File: src/rtl/hazard_ctrl.sv
// Hazard and pipeline-steering controller: load-use stalls, branch/JAL squash
// sequencing and saturating event counters for the 5-stage core.
`ifndef ASIZE
`define ASIZE 5
`endif

module hazard_ctrl #(
   parameter int FLUSH_CYCLES = 2,
   parameter bit R0_HARDWIRED = 1'b1,
   parameter int CNT_W        = 16
) (
   input  logic               clk,
   input  logic               rst,
   input  logic [`ASIZE-1:0]  id_raddr1,
   input  logic [`ASIZE-1:0]  id_raddr2,
   input  logic               id_uses_rs2,
   input  logic               idex_memRead,
   input  logic               idex_wen,
   input  logic [`ASIZE-1:0]  idex_waddr,
   input  logic               idex_branch,
   input  logic               idex_jal,
   input  logic               exe_branch_taken,
   output logic               pc_stall,
   output logic               ifid_stall,
   output logic               ifid_flush,
   output logic               idex_bubble,
   output logic               busy,
   output logic [CNT_W-1:0]   stall_count,
   output logic [CNT_W-1:0]   flush_count
);

   typedef enum logic {
      RUN   = 1'b0,
      FLUSH = 1'b1
   } state_t;

   localparam logic [2:0] FLUSH_INIT = 3'(FLUSH_CYCLES - 1);

   state_t            r_state;
   state_t            w_state_nxt;
   logic [2:0]        r_flush_left;
   logic [2:0]        w_flush_left_nxt;
   logic [CNT_W-1:0]  r_stall_count;
   logic [CNT_W-1:0]  r_flush_count;

   logic w_redirect;
   logic w_load_use;
   logic w_waddr_live;
   logic w_stall_inc;
   logic w_flush_inc;

   assign w_redirect   = (idex_branch & exe_branch_taken) | idex_jal;
   assign w_waddr_live = (idex_waddr != '0) || !R0_HARDWIRED;
   assign w_load_use   = idex_memRead & idex_wen & w_waddr_live &
                         ((idex_waddr == id_raddr1) |
                          (id_uses_rs2 & (idex_waddr == id_raddr2)));

   // NOTE: every signal gets a default before the case so no latch is inferred.
   always_comb begin
      w_state_nxt      = r_state;
      w_flush_left_nxt = r_flush_left;
      pc_stall         = 1'b0;
      ifid_stall       = 1'b0;
      ifid_flush       = 1'b0;
      idex_bubble      = 1'b0;
      w_stall_inc      = 1'b0;
      w_flush_inc      = 1'b0;

      if (!rst) begin
         case (r_state)
            RUN: begin
               // Redirect wins: the ID instruction behind it is squashed anyway.
               if (w_redirect) begin
                  ifid_flush  = 1'b1;
                  idex_bubble = 1'b1;
                  w_flush_inc = 1'b1;
                  if (FLUSH_CYCLES > 1) begin
                     w_state_nxt      = FLUSH;
                     w_flush_left_nxt = FLUSH_INIT;
                  end
               end else if (w_load_use) begin
                  pc_stall    = 1'b1;
                  ifid_stall  = 1'b1;
                  idex_bubble = 1'b1;
                  w_stall_inc = 1'b1;
               end
            end
            FLUSH: begin
               ifid_flush  = 1'b1;
               idex_bubble = 1'b1;
               if (r_flush_left <= 3'd1) begin
                  w_state_nxt      = RUN;
                  w_flush_left_nxt = 3'd0;
               end else begin
                  w_flush_left_nxt = r_flush_left - 3'd1;
               end
            end
            default: w_state_nxt = RUN;
         endcase
      end
   end

   // NOTE: sequential state uses non-blocking assignments only.
   always_ff @(posedge clk) begin
      if (rst) begin
         r_state      <= RUN;
         r_flush_left <= 3'd0;
      end else begin
         r_state      <= w_state_nxt;
         r_flush_left <= w_flush_left_nxt;
      end
   end

   always_ff @(posedge clk) begin
      if (rst) begin
         r_stall_count <= '0;
         r_flush_count <= '0;
      end else begin
         if (w_stall_inc && !(&r_stall_count)) r_stall_count <= r_stall_count + 1'b1;
         if (w_flush_inc && !(&r_flush_count)) r_flush_count <= r_flush_count + 1'b1;
      end
   end

   assign busy        = !rst && (r_state == FLUSH);
   assign stall_count = rst ? '0 : r_stall_count;
   assign flush_count = rst ? '0 : r_flush_count;

endmodule

File: config.mk
export PLATFORM = sky130hd
export DESIGN_NAME = hazard_ctrl
export DESIGN_NICKNAME = d
export VERILOG_FILES = /design/src/rtl/hazard_ctrl.sv
export SDC_FILE = /design/constraint.sdc
export NUM_CORES = 1
export LEC_CHECK = 0
export BUFFER_PORTS_ARGS = -buffer_cell sky130_fd_sc_hd__buf_2
export CORE_MARGIN = 4
export CORE_UTILIZATION = 52
export CTS_CLUSTER_DIAMETER = 50
export DETAILED_ROUTE_END_ITERATION = 10
export PLACE_DENSITY = 0.92
export SKIP_LAST_GASP = 1
export SYNTH_ARGS = -nofsm -noshare
export SYNTH_HDL_FRONTEND = slang
export SYNTH_SLANG_ARGS = --single-unit
File: constraint.sdc
create_clock -name clk -period 2.4 [get_ports clk]
set_clock_uncertainty 0.15 [all_clocks]
set_input_delay 0.36 -clock clk [delete_from_list [all_inputs] [get_ports clk]]
set_output_delay 0.36 -clock clk [all_outputs]
set_load 0.02 [all_outputs]
==> results.ini <==
[outcome]
status = finished, final reports clean

[finish]
final_cell_mix = 59 x buf_2, 37 x nor2_1, 36 x dfxtp_1
nNetsFinal = 352
synthToLayoutAreaGrowth_pct = 23.42
diodes = 0
fin_cells = 374
final_common_cell = buf_2
finish.utilization = 0.6888
nFillCells = 309
drive_above_1_share = 0.2853

[worst_setup_path]
crit_chain = buf_2 -> or4_1 -> o211ai_1 -> nor2_1 -> nand2_2 -> inv_1 -> buf_2
worstPathRequired_ps = 1890
max_stage_delay_ps = 520
cp_common_cell = buf_2
critPathMaxFanout = 3
crit_type = in2out
worstPathArrival_ps = 1750
setup.worst_path.end_class = primary output
cp-start-kind = input pin
crit_slowest_cell = or4_1

[synth]
ys_ff_latch = 36
synth_area_um2 = 2105
synth.top_cell.area_share = 0.3424
synthAdderAreaFrac = 0.02378
syn_inst = 259
synthMuxAreaShare = 0.06361
syn_nets = 286
synth-xor-area-share = 0.09988
synth-simple-area-share = 0.3811
ys_seq_area_frac = 0.3424
netlist_top_cells_area = dfxtp_1 34%, nor2b_1 8.9%, nor2_1 6.6%, xnor2_1 5.4%, xor2_1 4.6%
synth_cell_types = 39
yosysWarnings = 0
synth_compound_gate_area_share = 0.05529
synth_top_family_by_area = simple AND/OR/NAND/NOR gates
avgSynthCellArea_um2 = 8.126
yosysTopAreaCell = dfxtp_1

[clock_tree]
cts-htree-levels = 2
cts_root_buffer = clkbuf_8
cts_buffers = 5
clockBufferDepth = 2
hold_buffers = 0
tritoncts = done
clock_latency_ps = 280
path_clk_slew_ps = 70
numClockSinks = 36

[power]
max-vdd-ir-drop_v = 0.0004038
leakagePower_nw = 1.136
power.density_nw_per_um2 = 485.5
p_total_mw = 1.261

[timing]
hold_violations = 0
maxSlewHeadroom = 0.6060
grt_setup_unrepaired = no
fin_ws_ps = 141.4
timing.final.crit_share = 0.9411
slew_viol_final = 0
max_freq_mhz = 442.8
worst_slew_pin_slew_ps = 590.9
setup_viol = 0
fin_tns_setup_ps = 0
final_period_minus_worst_setup_slack_ps = 2259

[floorplan]
start_util = 0.5581
die_w_um = 71.62
design.die.area_um2 = 5129
io_pins = 60
core_um2 = 3771
rows = 22
fp.dieH_um = 71.62

[routing]
dr.pass1.iters = 5
drt_iter0_markers = 139
drtAntennaViolNets = 0
vias_per_cell = 5.447
wl_mm = 4.912
post_drt_wl_per_cell_um = 13.13
vias = 2037
drc = 0

[placed_design]
dp_hpwl_mm = 3.558
place_ws_ps = 82.26
port_buffers = 59
place_congestion = 0.8129
placed_cells = 362

[worst_hold_path]
hold_class = in2reg

[global_route]
grt_pass1_wl_mm = 7.983
antenna_found_initial = 0
first_global_vias = 1860
gr-total-overflow = 0
track_usage = 0.1874
grt_max_degree = 66

[job]
max_cap_violations = 0

==> worst max-delay path, delay by kind of cell <==
family                 cells  cell delay, ps
AO/OA/AOI/OAI              1             290
AND/OR/NAND/NOR            3             760
buffers and inverters      3             320
==> sequential cells by signal, summed over array words and instances (netlist names) <==
signal         flops
r_flush_count     16
r_stall_count     16
r_flush_left       3
r_state            1
==> layout make-up <==
cell class              count  area [µm²]  share of cell area
clock buffers               6       72.57             0.02794
clock inverters             2       35.03             0.01349
inverters                   9       33.78             0.01301
multi-input cells         205        1313              0.5053
flip-flops and latches     36       720.7              0.2775
well taps                  48       60.06             0.02312
repair buffers             68       362.8              0.1397
==> layer usage <==
metal | global-route usage | up-vias | share of wire
met4 | 0.05010 | 0 | 0.019
met3 | 0.04769 | 12 | 0.050
li1 | - | 1034 | -
met1 | 0.2343 | 937 | 0.44
met5 | 0 | - | 0
met2 | 0.3194 | 54 | 0.49
==> through the flow <==
| stage | hold WS (ps) | cell area, µm² |
|---|---|---|
| 2_1_floorplan | 325.7 | 2105 |
| 3_3_place_gp | 337.0 | 2460 |
| 3_5_place_dp | 352.8 | 2460 |
| 4_1_cts | 312.3 | 2567 |
| 5_1_grt | 349.8 | 2597 |
| 6_report | 320.9 | 2597 |
==> path summary, 6_finish.rpt <==
path | from | end | slack (ps) | cells after the start
worst max-delay path | idex_waddr[1] | ifid_stall | 140 | 7
worst min-delay path | rst | r_flush_left[2]$_SDFFE_PP0N_ | 320 | 4
worst max register to register | r_state$_SDFF_PP0_ | r_stall_count[10]$_SDFFE_PP0P_ | 210 | 8
worst min register to register | r_flush_count[2]$_SDFFE_PP0P_ | r_flush_count[2]$_SDFFE_PP0P_ | 370 | 1
==> synth_stat cells, drive strengths merged <==
cell type,n
a211oi,1
a21o,1
a21oi,4
a31oi,1
and3,1
and4,2
buf,2
clkbuf,7
dfxtp,36
ha,4
inv,9
mux2,11
mux2i,1
nand2,22
nand2b,2
nand3,13
nand4,13
nor2,38
nor2b,30
nor3,5
nor3b,1
nor4,11
nor4b,2
o211ai,2
o21ai,8
o22ai,2
o31ai,1
or4,5
xnor2,13
xor2,11
==> cells by family (layout without fill, tap and decap cells) <==
logic type               Yosys count  count (layout)
AO/OA/AOI/OAI                     20              20
buffers and inverters             18              85
flip-flops                        36              36
AND/OR/NAND/NOR                  145             145
multiplexers                      12              12
adder cells (fa/ha/maj)            4               4
XOR/XNOR                          24              24
==> power by group <==
part	internal, mW	total (mW)	leakage [nW]	switching (mW)
logic	0.0551	0.125	0.790	0.0698
clock network	0.308	0.520	0.0552	0.212
registers	0.607	0.616	0.291	0.00966
==> timing repair <==
action                                  in CTS  in global routing
gates resized for setup                      0                  0
endpoints found under the hold margin        0                  0
buffers inserted                             0                  4
endpoints found under the setup margin       0                  2
Power figures use the tool's default switching activity.
